<file path="src/rtl/mem_arb_pkg.sv">
// mem_arb_pkg
//   Shared definitions for the multi-port memory arbiter: supported port-count
//   bounds, the widest port index type, the index-width helper, the idle
//   byte-select pattern and the grant FSM state encoding.
//   No ports (package).
package mem_arb_pkg;

   localparam int MIN_PORTS = 2;
   localparam int MAX_PORTS = 8;
   localparam int MAX_IDX_W = 3;

   // Wide enough to index any supported port count.
   typedef logic [MAX_IDX_W-1:0] port_idx_t;

   // Idle memory-side byte selects are all ones; sliced to DATA_WIDTH/8 at use.
   localparam logic [15:0] IDLE_BYTESEL = '1;

   typedef enum logic {
      ST_IDLE = 1'b0,
      ST_BUSY = 1'b1
   } arb_state_t;

   // Index width for n ports, never narrower than one bit.
   function automatic int idx_width(input int n);
      return (n <= 2) ? 1 : $clog2(n);
   endfunction

endpackage

</file>
<file path="src/rtl/rr_priority_select.sv">
// rr_priority_select
//   Combinational winner selection over the eligible request vector.
//   Round-robin mode searches upward from rr_ptr with wrap-around; fixed mode
//   always starts the search at index 0 (lowest index wins).
//   Ports:
//     eligible      in   NUM_PORTS  requests that may be granted
//     rr_ptr        in   IDX_W      highest-priority index (round-robin only)
//     any_eligible  out  1          at least one eligible request
//     win_idx       out  IDX_W      winning index (0 when none)
//     win_onehot    out  NUM_PORTS  one-hot winner (0 when none)
module rr_priority_select
   import mem_arb_pkg::*;
#(
   parameter int NUM_PORTS   = 2,
   parameter int ROUND_ROBIN = 0,
   parameter int IDX_W       = idx_width(NUM_PORTS)
) (
   input  logic [NUM_PORTS-1:0] eligible,
   input  logic [IDX_W-1:0]     rr_ptr,
   output logic                 any_eligible,
   output logic [IDX_W-1:0]     win_idx,
   output logic [NUM_PORTS-1:0] win_onehot
);

   int unsigned      base;
   int unsigned      cand;
   logic [IDX_W-1:0] cand_idx;

   always_comb begin
      base         = (ROUND_ROBIN != 0) ? 32'(rr_ptr) : 32'd0;
      cand         = 0;
      cand_idx     = '0;
      any_eligible = 1'b0;
      win_idx      = '0;
      win_onehot   = '0;
      for (int k = 0; k < NUM_PORTS; k++) begin
         cand     = (base + 32'(k)) % NUM_PORTS;
         cand_idx = IDX_W'(cand);
         if (!any_eligible && eligible[cand_idx]) begin
            any_eligible = 1'b1;
            win_idx      = cand_idx;
         end
      end
      if (any_eligible) begin
         win_onehot[win_idx] = 1'b1;
      end
   end

endmodule

</file>
<file path="src/rtl/multi_port_mem_arbiter.sv">
// multi_port_mem_arbiter
//   Grants the single external memory port to one of NUM_PORTS bus masters at
//   a time (fixed priority or round-robin) and routes the memory ack and read
//   data back to the granted master. I/O-flagged requests are never granted.
//   Ports:
//     clk, reset_n                      clock, async active-low reset
//     m_addr/m_data_out/m_access/m_io/m_wr_en/m_bytesel   per-master request
//     m_data_in/m_ack                   per-master response (granted port only)
//     q_m_addr/q_m_data_out/q_m_wr_en/q_m_bytesel/q_m_access  memory request
//     q_m_data_in/q_m_ack               memory response
//     grant_idx                         port driving the memory side
//     busy                              grant held
//
//   state   | meaning
//   --------+----------------------------------------------------------------
//   ST_IDLE | no grant; winner presented combinationally, latched at the edge
//   ST_BUSY | grant held on grant_q until q_m_ack, no re-arbitration
module multi_port_mem_arbiter
   import mem_arb_pkg::*;
#(
   parameter int  NUM_PORTS   = 2,
   parameter int  ADDR_WIDTH  = 19,
   parameter int  DATA_WIDTH  = 16,
   parameter int  ROUND_ROBIN = 0,
   localparam int IDX_W       = idx_width(NUM_PORTS),
   localparam int BW          = DATA_WIDTH / 8
) (
   input  logic                                  clk,
   input  logic                                  reset_n,
   input  logic [NUM_PORTS-1:0][ADDR_WIDTH:1]    m_addr,
   input  logic [NUM_PORTS-1:0][DATA_WIDTH-1:0]  m_data_out,
   output logic [NUM_PORTS-1:0][DATA_WIDTH-1:0]  m_data_in,
   input  logic [NUM_PORTS-1:0]                  m_access,
   input  logic [NUM_PORTS-1:0]                  m_io,
   input  logic [NUM_PORTS-1:0]                  m_wr_en,
   input  logic [NUM_PORTS-1:0][BW-1:0]          m_bytesel,
   output logic [NUM_PORTS-1:0]                  m_ack,
   output logic [ADDR_WIDTH:1]                   q_m_addr,
   output logic [DATA_WIDTH-1:0]                 q_m_data_out,
   output logic                                  q_m_wr_en,
   output logic [BW-1:0]                         q_m_bytesel,
   output logic                                  q_m_access,
   input  logic [DATA_WIDTH-1:0]                 q_m_data_in,
   input  logic                                  q_m_ack,
   output logic [IDX_W-1:0]                      grant_idx,
   output logic                                  busy
);

   arb_state_t           state, state_nxt;
   logic [IDX_W-1:0]     grant_q, grant_nxt;
   logic [NUM_PORTS-1:0] grant_oh_q, grant_oh_nxt;
   logic [IDX_W-1:0]     rr_ptr, rr_ptr_nxt;

   logic [NUM_PORTS-1:0] eligible;
   logic                 any_eligible;
   logic [IDX_W-1:0]     win_idx;
   logic [NUM_PORTS-1:0] win_onehot;
   logic [IDX_W-1:0]     sel_idx;
   logic                 present;

   assign eligible = m_access & ~m_io;

   rr_priority_select #(
      .NUM_PORTS   (NUM_PORTS),
      .ROUND_ROBIN (ROUND_ROBIN),
      .IDX_W       (IDX_W)
   ) u_select (
      .eligible     (eligible),
      .rr_ptr       (rr_ptr),
      .any_eligible (any_eligible),
      .win_idx      (win_idx),
      .win_onehot   (win_onehot)
   );

   always_ff @(posedge clk or negedge reset_n) begin
      if (!reset_n) begin
         state      <= ST_IDLE;
         grant_q    <= '0;
         grant_oh_q <= '0;
         rr_ptr     <= '0;
      end else begin
         state      <= state_nxt;
         grant_q    <= grant_nxt;
         grant_oh_q <= grant_oh_nxt;
         rr_ptr     <= rr_ptr_nxt;
      end
   end

   always_comb begin
      state_nxt    = state;
      grant_nxt    = grant_q;
      grant_oh_nxt = grant_oh_q;
      rr_ptr_nxt   = rr_ptr;
      case (state)
         ST_IDLE: begin
            if (any_eligible) begin
               state_nxt    = ST_BUSY;
               grant_nxt    = win_idx;
               grant_oh_nxt = win_onehot;
            end
         end
         ST_BUSY: begin
            if (q_m_ack) begin
               state_nxt  = ST_IDLE;
               rr_ptr_nxt = (grant_q == IDX_W'(NUM_PORTS - 1)) ? '0 : grant_q + IDX_W'(1);
            end
         end
         default: state_nxt = ST_IDLE;
      endcase
   end

   always_comb begin
      busy    = (state == ST_BUSY);
      sel_idx = busy ? grant_q : win_idx;
      // Gated by reset_n so held requests cannot reach memory while in reset.
      present = reset_n && (busy || any_eligible);

      grant_idx    = sel_idx;
      q_m_addr     = '0;
      q_m_data_out = '0;
      q_m_wr_en    = 1'b0;
      q_m_bytesel  = IDLE_BYTESEL[BW-1:0];
      q_m_access   = 1'b0;
      m_ack        = '0;
      m_data_in    = '0;

      if (present) begin
         q_m_addr     = m_addr[sel_idx];
         q_m_data_out = m_data_out[sel_idx];
         q_m_wr_en    = m_wr_en[sel_idx];
         q_m_bytesel  = m_bytesel[sel_idx];
         // Drop the request in the ack cycle so memory never sees a second access.
         q_m_access   = busy ? (m_access[sel_idx] && !q_m_ack) : 1'b1;
      end

      if (busy) begin
         for (int i = 0; i < NUM_PORTS; i++) begin
            if (grant_oh_q[i]) begin
               m_data_in[i] = q_m_data_in;
               m_ack[i]     = q_m_ack;
            end
         end
      end
   end

endmodule

</file>
<file path="config.mk">
export PLATFORM = sky130hd
export DESIGN_NAME = multi_port_mem_arbiter
export DESIGN_NICKNAME = d
export VERILOG_FILES = /design/src/rtl/mem_arb_pkg.sv /design/src/rtl/rr_priority_select.sv /design/src/rtl/multi_port_mem_arbiter.sv
export SDC_FILE = /design/constraint.sdc
export NUM_CORES = 1
export LEC_CHECK = 0
export BUFFER_PORTS_ARGS = -buffer_cell sky130_fd_sc_hd__buf_2
export CAP_MARGIN = 20
export CORE_UTILIZATION = 35
export CTS_CLUSTER_SIZE = 10
export DETAILED_ROUTE_END_ITERATION = 10
export HOLD_SLACK_MARGIN = 0.02
export PLACE_DENSITY = 0.87
export RECOVER_POWER = 50
export SYNTH_ARGS = -nofsm -noshare
export SYNTH_HDL_FRONTEND = slang
export SYNTH_SLANG_ARGS = --single-unit
</file>
<file path="constraint.sdc">
create_clock -name clk -period 3 [get_ports clk]
set_input_delay 0.3 -clock clk [delete_from_list [all_inputs] [get_ports clk]]
set_output_delay 0.3 -clock clk [all_outputs]
set_load 0.1 [all_outputs]
</file>
### Word level (Yosys, flattened, before mapping)

Index checks and enable logic that the tools add are counted.
W data, S select, Z words.

* logic and storage cells: 48
* bits of input ports: 99
* register bits: 4
* output and inout bits: 75

* bitwise operators: 3
* muxes and demuxes: 31
* reductions and logical operators: 8
* order comparisons: 3

Operator list (number)
* $mux W16: 5
* $mux W19: 3
* $mux W32: 1
* $mux W1: 16
* $mux W2: 4
* $logic_and A1 B1 Y1: 4
* $lt A1 B2 Y1 const B: 2
* $and A2 B2 Y2: 1
* $logic_not A1 Y1: 2
* $not A2 Y2: 1
* $pmux W1 S2: 1
* $reduce_and A2 Y1: 1
* $demux W1 S1: 1
* $ge A1 B1 Y1 const B: 1
* $logic_or A1 B1 Y1: 1
* $not A1 Y1: 1

### Longest topological paths before layout

* word-level depth: 12
* gate-level depth with buffers: 5
* gate-level depth less buffers: 3

### Hierarchy

A second synthesis with hierarchy kept.

* cell total of the unflattened synthesis: 191
* area total of the unflattened synthesis: 1066.0 µm²

Modules (own cells, without submodules)
* multi_port_mem_arbiter: times used 1, cells an instance 187, area each 1042.2 µm², seq. area each 125.1 µm²
* rr_priority_select: times used 1, cells an instance 4, area each 23.8 µm², seq. area each 0.0 µm²

### Worst setup path before layout

OpenSTA, ideal clock, no wires.

* kind: register -> output
* from: register state (netlist: busy)
* to: output q_m_bytesel[0]
* data required time: 2700 ps
* path buffers: 0
* arrival time: 3809 ps
* stages on the path, launching flop included: 4
* setup slack: -1109 ps
* path through: dfrtp_1 > or3b_1 > o21ai_1 > a221o_1

* longest elaborated chain between the ends: 4
* elaborated cells between the ends (all ways): 6
* those cells by class: mux: 4; reduce/logical: 2

Ends and longest elaborated chain
* from (decl): line multi_port_mem_arbiter.sv:49 `arb_state_t state, state_nxt;`
* from (signal assigned): line multi_port_mem_arbiter.sv:82 `state <= state_nxt;`
* $mux W1: line multi_port_mem_arbiter.sv:114 `sel_idx = busy ? grant_q : win_idx;`
* via grant_idx: line multi_port_mem_arbiter.sv:45 `output logic [IDX_W-1:0] grant_idx,`
* $mux W2 (not written as such) (2 in a row): line multi_port_mem_arbiter.sv:131 `q_m_bytesel = m_bytesel[sel_idx];`
* $mux W2: line multi_port_mem_arbiter.sv:127 `if (present) begin`
* to (decl): line multi_port_mem_arbiter.sv:41 `output logic [BW-1:0] q_m_bytesel,`

The timed path passes the listed nets, and every way through them passes these cells. The select of a mux whose other input is x is not followed.

### Final worst setup path

* from: register state (netlist: busy)
* to: output q_m_addr[10] (netlist name)

* longest elaborated chain between the ends: 4
* elaborated cells between the ends (all ways): 6
* those cells by class: mux: 4; reduce/logical: 2

Ends and longest elaborated chain
* $mux W1: line multi_port_mem_arbiter.sv:114
* $mux W19 (not written as such) (2 in a row): line multi_port_mem_arbiter.sv:128 `q_m_addr = m_addr[sel_idx];`
* $mux W19 (*): line multi_port_mem_arbiter.sv:127
* to (decl): line multi_port_mem_arbiter.sv:38 `output logic [ADDR_WIDTH:1] q_m_addr,`

Every way passes the cells marked *; elsewhere a longest branch is shown, timed or not. The select of a mux whose other input is x is not followed.

==> impl_results.md <==
- Final instance area: 3466 um^2
- Synth-to-layout area growth: 111.8%
- Worst setup EP type: output pin
- Area contributors post-synth: o211ai_2, nand3_1, a31oi_1
- Vias in the first global route: 2521
- Layout Skew: 0.0007411 ns
- DIE HEIGHT: 70.38 um
- Nets@finish: 495
- Diode count: 0
- CTS tree: done
- Share of cells above drive strength 1: 57.22%
- Post-Route WL: 7576 um
- Drt via density: 6.054
- Routed len/inst: 16.95 um
- Power Density: 740.4 nW/um^2
- Placement Setup Slack: 0.6212 ns
- Most common cell after layout, fill and taps aside: buf_2
- Die Area: 4953 um^2
- Max Root-Sink Buffers: 2
- Largest net degree at the start of global routing: 64
- Routed vias: 2706
- Max cap viols: 0
- Max rail drop VDD: 0.0006891 V
- Min Tclk post-route: 2.667 ns
- Row count: 24
- TritonCTS Sinks: 3
- Crit start category: flip-flop
- First drt pass iteration count: 4
- Drt first-iter violations: 139
- Worst Hold Class: input port to flip-flop
- Post-synthesis sequential area ratio: 4.587%
- I/O Pins: 174
- WP data required: 2.70 ns
- Final worst-path cycle share: 88.89%
- Post-Synthesis Cells: 240
- Total Routing Usage GR: 29.35%
- Gpl congestion: 0.7991
- Hold wc startpoint: q_m_ack
- PortBufs: 173
- Yosys warns: 0
- Post-route DRC violation count: 0
- Reg clk slew, reported paths: 0.03 ns
- First-pass GRT wire length: 11990 um
- Initial antenna violation count: 0
- Crit path DAT: 2.37 ns
- Syn Nets: 339
- Placed inst area: 3455 um^2
- Synth Area per Inst: 6.819 um^2
- Outcome: finished, final reports clean
- # setup viols final: 0
- R2r startpoint: busy$_DFF_PN0_
- Final core utilization: 78.51%
- Yosys top cell area share: 22.17%
- Worst-Margin Slew: 1.203 ns
- Total power: 2.566 mW
- Antenna-violating nets left: 0
- Initial Util: 37.07%
- Root Driver: clkbuf_8
- DIE WIDTH: 70.38 um
- Post-Syn Area: 1637 um^2
- CP Class: flip-flop to output pin
- RSZ-0062 raised after global routing: no
- Worst Setup SP: busy$_DFF_PN0_
- Fill cells: 319
- CORE AREA: 4414 um^2
- Max-slew violations: 0
- Crit path max fanout: 22
- Relative slew margins: 20.15%
- Hpwl dp: 5832 um
- Setup WS post-layout: 0.3332 ns
- Yosys cell types: 27
- Gr ovfl total: 0
- Insertion delay to the later sink of the worst-skew pair: 0.22 ns
- CTS Buf Count: 3
- Yosys reg bits: 3
- P_leak: 1.402 nW
- Hold Vio Cnt, Final: 0
- Post-CTS setup buffers: 0
- Most frequent cells in the layout: buf_2, nand3_1, buf_12
- Max Fclk: 375.0 MHz
- H-tree levels: 1
- Area leader, netlist: o211ai_2
==> power breakdown <==
group | internal, mW | leakage, nW | total [mW] | switching [mW]
registers | 0.0513 | 0.0321 | 0.0744 | 0.0230
clock network | 0.0908 | 0.0228 | 0.119 | 0.0281
logic | 0.622 | 1.35 | 2.37 | 1.75
==> cell usage after synthesis <==
cell type and count:
nor2b_1 1, dfrtp_1 3, nand2b_1 1, o21ai_1 1, nor3b_4 1, a221o_1 2
o31ai_2 1, a21oi_1 1, nand3_1 72, nand2_1 3, and2_1 2, nor3_1 1
and2b_1 1, buf_4 1, o21ai_0 1, o21a_1 1, o211ai_1 7, and3_1 34
nor2_1 1, a31oi_1 36, o211ai_2 29, buf_2 15, a21o_1 1, clkbuf_1 18
or3b_1 1, buf_6 4, mux2i_1 1
==> sequential cells by signal, indices dropped and copies added, names as in the netlist <==
signal,count
busy,1
grant_oh_q,1
grant_q,1
==> final timing paths <==
path                                                  end  slack (ns)  cells after the start
worst max-delay path                         q_m_addr[10]        0.33                      5
worst min-delay path                       busy$_DFF_PN0_        0.31                      2
worst max register to register        grant_q$_DFFE_PN0P_        1.30                      3
worst min register to register  grant_oh_q[0]$_DFFE_PN0P_        0.81                      2
max in group asynchronous                  busy$_DFF_PN0_        2.28                      2
min in group asynchronous       grant_oh_q[0]$_DFFE_PN0P_        0.48                      2
==> critical path: stages (launching register included) <==
cell,delay [ns]
dfrtp_2,0.36
or3b_1,0.71
buf_4,0.45
o211ai_2,0.13
a31oi_2,0.26
buf_12,0.21
==> per-stage QoR <==
step	instances	TNS [ns]	hold slack (ns)
floorplan	240	-1.578	0.004409
global placement	442	0	0.1179
detailed placement	442	0	0.1192
CTS	447	0	0.3028
global route	447	0	0.3064
finish	447	0	0.3071
==> cells by family (layout without fill, tap and decap cells) <==
group | Yosys count | after routing | share of synthesized area [%]
AOI/OAI and AO/OA | 80 | 80 | 42.97
buffers and inverters | 38 | 193 | 11.93
DFF | 3 | 3 | 4.587
muxes | 1 | 1 | 0.6116
and+or+nand+nor | 118 | 118 | 39.91
==> metal layers <==
layer	share of wire (%)	wire [um]	GRT usage (%)
met1	39	2924	35.70
met2	52	3963	52.06
met3	6.6	503	4.040
met4	2.5	186	10.22
met5	0	0	0
==> area by class of cell <==
type,count,area [um^2],area share (%)
timing repair buffer,189,1500,43.29
sequential,3,76.32,2.202
tap,52,65.06,1.877
multi-input combinational,199,1779,51.34
clock buffer,4,45.04,1.300
==> what timing repair did <==
action	CTS	global route
resized for setup	0	0
hold endpoints to repair	3	0
hold buffers	1	0
Note: power is estimated with default switching activity, not from simulation.
